[src/rtl/pc_flow_ctrl_if.sv]
// pc_flow_ctrl_if -- bundle between the pipeline and the PC/flow controller.
//
// Pipeline -> controller (master drives):
//   ex_valid, ex_npcop[2:0], ex_zero, ex_pc/ex_imm/ex_aluout[31:0],
//   idex_memread, idex_rd/ifid_rs1/ifid_rs2[4:0], imem_ready
// Controller -> pipeline (slave drives):
//   pc[31:0], fetch_req, ifid_stall, ifid_flush, idex_flush
//
// The master side is the pipeline/memory environment; the slave side is
// the controller. Clock and reset are plain ports on the controller.
interface pc_flow_ctrl_if;
  logic        ex_valid;
  logic [2:0]  ex_npcop;
  logic        ex_zero;
  logic [31:0] ex_pc;
  logic [31:0] ex_imm;
  logic [31:0] ex_aluout;
  logic        idex_memread;
  logic [4:0]  idex_rd;
  logic [4:0]  ifid_rs1;
  logic [4:0]  ifid_rs2;
  logic        imem_ready;
  logic [31:0] pc;
  logic        fetch_req;
  logic        ifid_stall;
  logic        ifid_flush;
  logic        idex_flush;

  modport master (
    output ex_valid, ex_npcop, ex_zero, ex_pc, ex_imm, ex_aluout,
           idex_memread, idex_rd, ifid_rs1, ifid_rs2, imem_ready,
    input  pc, fetch_req, ifid_stall, ifid_flush, idex_flush
  );

  modport slave (
    input  ex_valid, ex_npcop, ex_zero, ex_pc, ex_imm, ex_aluout,
           idex_memread, idex_rd, ifid_rs1, ifid_rs2, imem_ready,
    output pc, fetch_req, ifid_stall, ifid_flush, idex_flush
  );
endinterface

[src/rtl/pc_flow_ctrl.sv]
// pc_flow_ctrl -- program counter and pipeline flow controller.
//
// Owns the fetch PC and decides, every cycle, between a control-flow
// redirect from EX, waiting on instruction memory, a one-cycle load-use
// bubble, or sequential fetch (pc+4). Priority: redirect > fetch wait >
// load-use.
//
// Ports:
//   clk   - rising-edge clock
//   rstn  - asynchronous active-low reset (pc=RESET_PC, state BOOT)
//   bus   - pc_flow_ctrl_if.slave (EX/hazard/imem inputs, pc and
//           pipeline-register control outputs)
//   redirect_cnt, stall_cnt - 32-bit performance counters, present only
//           when the macro PC_PERF_CNT_EN is defined.
//
// pc and fetch_req are registered; ifid_stall/ifid_flush/idex_flush are
// combinational so a redirect or stall takes effect in the same cycle.
module pc_flow_ctrl #(
  parameter logic [31:0] RESET_PC = 32'h0000_0000
) (
  input  logic               clk,
  input  logic               rstn,
  pc_flow_ctrl_if.slave      bus
`ifdef PC_PERF_CNT_EN
  ,
  output logic [31:0]        redirect_cnt,
  output logic [31:0]        stall_cnt
`endif
);

  localparam logic [2:0] OP_BRANCH = 3'b001;
  localparam logic [2:0] OP_JUMP   = 3'b010;
  localparam logic [2:0] OP_JALR   = 3'b100;

  typedef enum logic [1:0] {
    ST_BOOT = 2'd0,
    ST_RUN  = 2'd1,
    ST_WAIT = 2'd2
  } state_e;

  state_e      state_q, state_d;
  logic [31:0] pc_q, pc_d;
  logic        fetch_req_q, fetch_req_d;
  logic        lu_hold_q, lu_hold_d;

  logic        redirect;
  logic [31:0] target;
  logic        load_use;
  logic        ifid_stall, ifid_flush, idex_flush;

  // JALR targets are always halfword aligned, so bit 0 of the ALU result
  // never reaches the PC.
  logic unused_aluout_lsb;
  assign unused_aluout_lsb = bus.ex_aluout[0];

  always_comb begin
    redirect = 1'b0;
    if (bus.ex_valid) begin
      redirect = (bus.ex_npcop == OP_JUMP) || (bus.ex_npcop == OP_JALR) ||
                 ((bus.ex_npcop == OP_BRANCH) && bus.ex_zero);
    end
    if (bus.ex_npcop == OP_JALR) target = {bus.ex_aluout[31:1], 1'b0};
    else                         target = bus.ex_pc + bus.ex_imm;
    load_use = bus.idex_memread && (bus.idex_rd != 5'd0) &&
               ((bus.idex_rd == bus.ifid_rs1) || (bus.idex_rd == bus.ifid_rs2));
  end

  always_comb begin
    state_d    = state_q;
    pc_d       = pc_q;
    lu_hold_d  = 1'b0;
    ifid_stall = 1'b0;
    ifid_flush = 1'b0;
    idex_flush = 1'b0;
    unique case (state_q)
      ST_BOOT: begin
        state_d = ST_RUN;
      end
      ST_RUN: begin
        if (redirect) begin
          pc_d       = target;
          ifid_flush = 1'b1;
          idex_flush = 1'b1;
        end else if (!bus.imem_ready) begin
          ifid_stall = 1'b1;
          idex_flush = 1'b1;
          state_d    = ST_WAIT;
        end else if (load_use && !lu_hold_q) begin
          // lu_hold_q limits the bubble to one cycle even if the hazard
          // inputs do not change on the following cycle.
          ifid_stall = 1'b1;
          idex_flush = 1'b1;
          lu_hold_d  = 1'b1;
        end else begin
          pc_d = pc_q + 32'd4;
        end
      end
      ST_WAIT: begin
        if (redirect) begin
          // The word in flight belongs to the old path; flush it.
          pc_d       = target;
          ifid_flush = 1'b1;
          idex_flush = 1'b1;
          if (bus.imem_ready) state_d = ST_RUN;
        end else begin
          ifid_stall = 1'b1;
          idex_flush = 1'b1;
          if (bus.imem_ready) begin
            pc_d    = pc_q + 32'd4;
            state_d = ST_RUN;
          end
        end
      end
      default: begin
        state_d = ST_BOOT;
        pc_d    = RESET_PC;
      end
    endcase
    fetch_req_d = (state_d != ST_BOOT);
  end

  always_ff @(posedge clk or negedge rstn) begin
    if (!rstn) begin
      state_q     <= ST_BOOT;
      pc_q        <= RESET_PC;
      fetch_req_q <= 1'b0;
      lu_hold_q   <= 1'b0;
    end else begin
      state_q     <= state_d;
      pc_q        <= pc_d;
      fetch_req_q <= fetch_req_d;
      lu_hold_q   <= lu_hold_d;
    end
  end

  assign bus.pc         = pc_q;
  assign bus.fetch_req  = fetch_req_q;
  assign bus.ifid_stall = ifid_stall;
  assign bus.ifid_flush = ifid_flush;
  assign bus.idex_flush = idex_flush;

`ifdef PC_PERF_CNT_EN
  logic [31:0] redirect_cnt_q, redirect_cnt_d;
  logic [31:0] stall_cnt_q, stall_cnt_d;

  // A redirect is counted only when it is acted on (ifid_flush).
  always_comb begin
    redirect_cnt_d = redirect_cnt_q + {31'd0, ifid_flush};
    stall_cnt_d    = stall_cnt_q + {31'd0, ifid_stall};
  end

  always_ff @(posedge clk or negedge rstn) begin
    if (!rstn) begin
      redirect_cnt_q <= 32'd0;
      stall_cnt_q    <= 32'd0;
    end else begin
      redirect_cnt_q <= redirect_cnt_d;
      stall_cnt_q    <= stall_cnt_d;
    end
  end

  assign redirect_cnt = redirect_cnt_q;
  assign stall_cnt    = stall_cnt_q;
`endif

endmodule

[src/flat_wrapper.sv]
// flat-port wrapper written by rule: the top's interface ports become plain ports
module pc_flow_ctrl_flat 
#(
  parameter logic [31:0] RESET_PC = 32'h0000_0000
)
  (clk, rstn, bus_ex_valid, bus_ex_npcop, bus_ex_zero, bus_ex_pc, bus_ex_imm, bus_ex_aluout, bus_idex_memread, bus_idex_rd, bus_ifid_rs1, bus_ifid_rs2, bus_imem_ready, bus_pc, bus_fetch_req, bus_ifid_stall, bus_ifid_flush, bus_idex_flush);
  pc_flow_ctrl_if bus_i ();
  input  logic clk;
  input  logic rstn;
  input wire logic [$bits(bus_i.ex_valid)-1:0] bus_ex_valid;
  input wire logic [$bits(bus_i.ex_npcop)-1:0] bus_ex_npcop;
  input wire logic [$bits(bus_i.ex_zero)-1:0] bus_ex_zero;
  input wire logic [$bits(bus_i.ex_pc)-1:0] bus_ex_pc;
  input wire logic [$bits(bus_i.ex_imm)-1:0] bus_ex_imm;
  input wire logic [$bits(bus_i.ex_aluout)-1:0] bus_ex_aluout;
  input wire logic [$bits(bus_i.idex_memread)-1:0] bus_idex_memread;
  input wire logic [$bits(bus_i.idex_rd)-1:0] bus_idex_rd;
  input wire logic [$bits(bus_i.ifid_rs1)-1:0] bus_ifid_rs1;
  input wire logic [$bits(bus_i.ifid_rs2)-1:0] bus_ifid_rs2;
  input wire logic [$bits(bus_i.imem_ready)-1:0] bus_imem_ready;
  output wire logic [$bits(bus_i.pc)-1:0] bus_pc;
  output wire logic [$bits(bus_i.fetch_req)-1:0] bus_fetch_req;
  output wire logic [$bits(bus_i.ifid_stall)-1:0] bus_ifid_stall;
  output wire logic [$bits(bus_i.ifid_flush)-1:0] bus_ifid_flush;
  output wire logic [$bits(bus_i.idex_flush)-1:0] bus_idex_flush;
  assign bus_i.ex_valid = bus_ex_valid;
  assign bus_i.ex_npcop = bus_ex_npcop;
  assign bus_i.ex_zero = bus_ex_zero;
  assign bus_i.ex_pc = bus_ex_pc;
  assign bus_i.ex_imm = bus_ex_imm;
  assign bus_i.ex_aluout = bus_ex_aluout;
  assign bus_i.idex_memread = bus_idex_memread;
  assign bus_i.idex_rd = bus_idex_rd;
  assign bus_i.ifid_rs1 = bus_ifid_rs1;
  assign bus_i.ifid_rs2 = bus_ifid_rs2;
  assign bus_i.imem_ready = bus_imem_ready;
  assign bus_pc = bus_i.pc;
  assign bus_fetch_req = bus_i.fetch_req;
  assign bus_ifid_stall = bus_i.ifid_stall;
  assign bus_ifid_flush = bus_i.ifid_flush;
  assign bus_idex_flush = bus_i.idex_flush;
  pc_flow_ctrl #(.RESET_PC(RESET_PC)) u_core (.clk(clk), .rstn(rstn), .bus(bus_i));
endmodule
[config.mk]
export PLATFORM = sky130hd
export DESIGN_NAME = pc_flow_ctrl_flat
export DESIGN_NICKNAME = d
export VERILOG_FILES = /design/src/rtl/pc_flow_ctrl_if.sv /design/src/rtl/pc_flow_ctrl.sv /design/src/flat_wrapper.sv
export SDC_FILE = /design/constraint.sdc
export NUM_CORES = 1
export LEC_CHECK = 0
export CORE_MARGIN = 3
export CORE_UTILIZATION = 45
export CTS_CLUSTER_DIAMETER = 150
export DETAILED_ROUTE_END_ITERATION = 12
export GPL_ROUTABILITY_DRIVEN = 0
export PLACE_DENSITY = 0.8
export SETUP_SLACK_MARGIN = 0.2
export SLEW_MARGIN = 25
export SYNTH_ARGS = -nofsm -noshare
export SYNTH_HDL_FRONTEND = slang
export SYNTH_SLANG_ARGS = --single-unit
export TNS_END_PERCENT = 5
[constraint.sdc]
create_clock -name clk -period 5.32 [get_ports clk]
set_input_delay 0.532 -clock clk [delete_from_list [all_inputs] [get_ports clk]]
set_output_delay 0.532 -clock clk [all_outputs]
set_load 0.03 [all_outputs]
==> run summary <==
CTS buffer count = 5
Final Setup Violations = 0
setup ws final = 1.556 ns
max incr delay on CP = 0.71 ns
area share of the largest cell type after synthesis = 0.2047
Resized cells post-CTS = 0
Die X-Extent = 104.9 µm
status = completed
Pwr per Cell Area = 345.6 nW/µm²
Post-Route WL = 14330 µm
clk buf depth = 2
I/O pin total = 156
# port buffers = 154
CP Capture Type = output pin
top cells by area, synth = dfrtp_1 20%, ha_1 11%, a21oi_1 7.3%
vias in the first global route = 4847
DRT antenna net count = 0
Worst VDD drop = 0.0002053 V
WS Path Type = in2out
Cell Area, Placed = 6026 µm²
Fmax = 265.7 MHz
Worst Hold Class = in2async
prevailing post-synth register cell = dfrtp_1
max_cap viols = 0
startpoint class of the critical path = primary input
drt pass-1 iters = 5
full die area = 11000 µm²
clock sinks = 36
Ys Warns = 0
area leader, netlist = dfrtp_1
Post-synth EDFFs = 0
share of cells above drive strength 1 = 0.03830
Die Span Y = 104.9 µm
Area Growth Syn to Fin = 39.43%
CTS tree = done
Cell Chain, Critical Path = clkdlybuf4s50_1, nor4bb_1, o21ba_2, nor2_2, nand2_1, inv_1, clkdlybuf4s50_1
Fill cells = 824
Pins Over Slew Limit = 0
row count = 35
worst slack at placement = 1.634 ns
Max transition margin = 0.3508
# Post-CTS Setup Buffers = 0
Worst-Margin Slew = 0.9738 ns
post-synthesis cell count = 591
CP arrival = 3.23 ns
drt drc = 0
pin count of the biggest net entering global routing = 50
setup_tns = 0 ns
Post-CTS Hold Buffers = 0
fin crit period = 3.764 ns
clk_skew = 0.004379 ns
flops & latches, synth = 36
H-tree levels = 2
slowest CP cell = clkdlybuf4s50_1
Core ar. = 9371 µm²
Mapped Area = 4402 µm²
WL/cell = 16.66 µm
first-pass GRT wire length = 23350 µm
Final Hold Viols = 0
clk_lat worst skew = 0.29 ns
Clock Pin Slew Worst Setup and Hold Paths = 0.08 ns
DR iter-0 viols = 349
Syn Nets = 749
WP data required = 4.79 ns
RSZ-0062 raised after global routing = no
GRT Util Overall = 0.2526
aggregate global routing overflow = 0
Initial Util = 0.4697
final net count = 888
period utilisation layout = 0.7076
mean post-synth cell area = 7.448 µm²
DR vias = 5106
Seq/Total Area, Yosys = 0.2047
DP HPWL = 11330 µm
leakage power = 2.468 nW
synth unique cells = 65
Clk Tree Root Cell = clkbuf_8
final std cell area, no fill = 6137 µm²
largest fanout on the critical path = 16
Via-to-Cell Ratio = 5.937
Async SR Flop Fraction = 1.000
# diodes = 0
initial antenna violation count = 0
Top cell by count, worst path = clkdlybuf4s50_1
cells by family after synthesis:
| kind of cell | after synthesis | share of synthesized area |
|---|---|---|
| adder cells (fa/ha/maj) | 38 | 0.1097 |
| multiplexers | 2 | 0.004548 |
| AO/OA/AOI/OAI | 223 | 0.3289 |
| XOR/XNOR | 40 | 0.07959 |
| AND/OR/NAND/NOR | 209 | 0.2345 |
| flip-flops | 36 | 0.2047 |
| buffers and inverters | 43 | 0.03809 |
flip-flops by register name, indices dropped and copies added, names as in the netlist:
register / flops
u_core.bus.pc: 32
u_core.state_q: 2
u_core.bus.fetch_req: 1
u_core.lu_hold_q: 1
cells in the final DEF (no fill, tap or decap), types with 17 or more instances in the layout:
cell type        count
o21ai_0             24
a21o_1              17
dfrtp_1             36
o21ai_1             36
ha_1                37
nand2_1             51
clkdlybuf4s50_1    153
a21oi_1             64
nand3_1             22
xnor2_1             25
nor2_1              61
inv_1               18
final timing paths:
| kind | from | endpoint | slack, ns | cells past startpoint |
|---|---|---|---|---|
| worst max-delay path | bus_ex_npcop[2] | bus_ifid_flush | 1.56 | 7 |
| min in group clk | u_core.bus.pc[1]$_DFFE_PN0P_ | u_core.bus.pc[1]$_DFFE_PN0P_ | 0.54 | 2 |
| worst min-delay path | rstn | u_core.bus.pc[9]$_DFFE_PN0P_ | 0.33 | 1 |
| max in group asynchronous | rstn | u_core.bus.pc[24]$_DFFE_PN0P_ | 4.47 | 1 |
| worst min register to register | u_core.bus.pc[1]$_DFFE_PN0P_ | u_core.bus.pc[1]$_DFFE_PN0P_ | 0.54 | 2 |
| worst max register to register | u_core.state_q[1]$_DFF_PN0_ | u_core.bus.pc[22]$_DFFE_PN0P_ | 2.31 | 8 |
cell usage after synthesis, types with 4 or more instances:
cell      instances
a211oi_1         10
a21o_1           17
a21oi_1          64
a221oi_1          4
a31oi_1          10
and2_1            7
and3_1           12
and4_1            4
buf_2             5
clkbuf_1         19
dfrtp_1          36
ha_1             37
inv_1            18
nand2_1          51
nand3_1          22
nand4_1          12
nor2_1           62
nor2b_1           6
nor3_1           13
o211ai_1          8
o21a_1            4
o21ai_0          24
o21ai_1          36
o21bai_1          5
o22ai_1           7
xnor2_1          25
xor2_1           15
power by group:
| group | internal [mW] | leakage (nW) | switching [mW] |
|---|---|---|---|
| clock | 0.139 | 0.0541 | 0.110 |
| sequential | 0.374 | 0.480 | 0.144 |
| combinational | 0.552 | 1.93 | 0.801 |
| total | 1.06 | 2.47 | 1.06 |
through the flow:
step	cells	util	hold slack, ns	power, mW
floorplan	591	-	0.2364	1.352
global placement	852	0.6430	0.4991	1.823
detailed placement	852	0.6430	0.5318	1.858
CTS	860	0.6549	0.3944	2.107
global route	860	0.6549	0.3964	2.258
finish	860	0.6549	0.3287	2.121
worst max-delay path: cells and delay by family:
family          cells  cell delay [ns]
compound gates      1             0.23
buf+inv             3             1.33
simple gates        3             1.14
routing by layer:
layer | GRT usage | routed length, µm | part of all wire
met3 | 0.03768 | 1114 | 0.078
met2 | 0.4042 | 6512 | 0.45
met1 | 0.3509 | 6381 | 0.45
met4 | 0.07873 | 318 | 0.022
met5 | 0 | 0 | 0
layout make-up:
type	instances	area [µm²]	area share
multi-input combinational	512	3337	0.5437
clock buffer	5	68.82	0.01121
sequential	36	900.9	0.1468
inverter	18	67.56	0.01101
tap	129	161.4	0.02630
timing repair buffer	157	1559	0.2540
clock inverter	3	42.54	0.006932
Note: power is estimated with default switching activity, not from simulation.
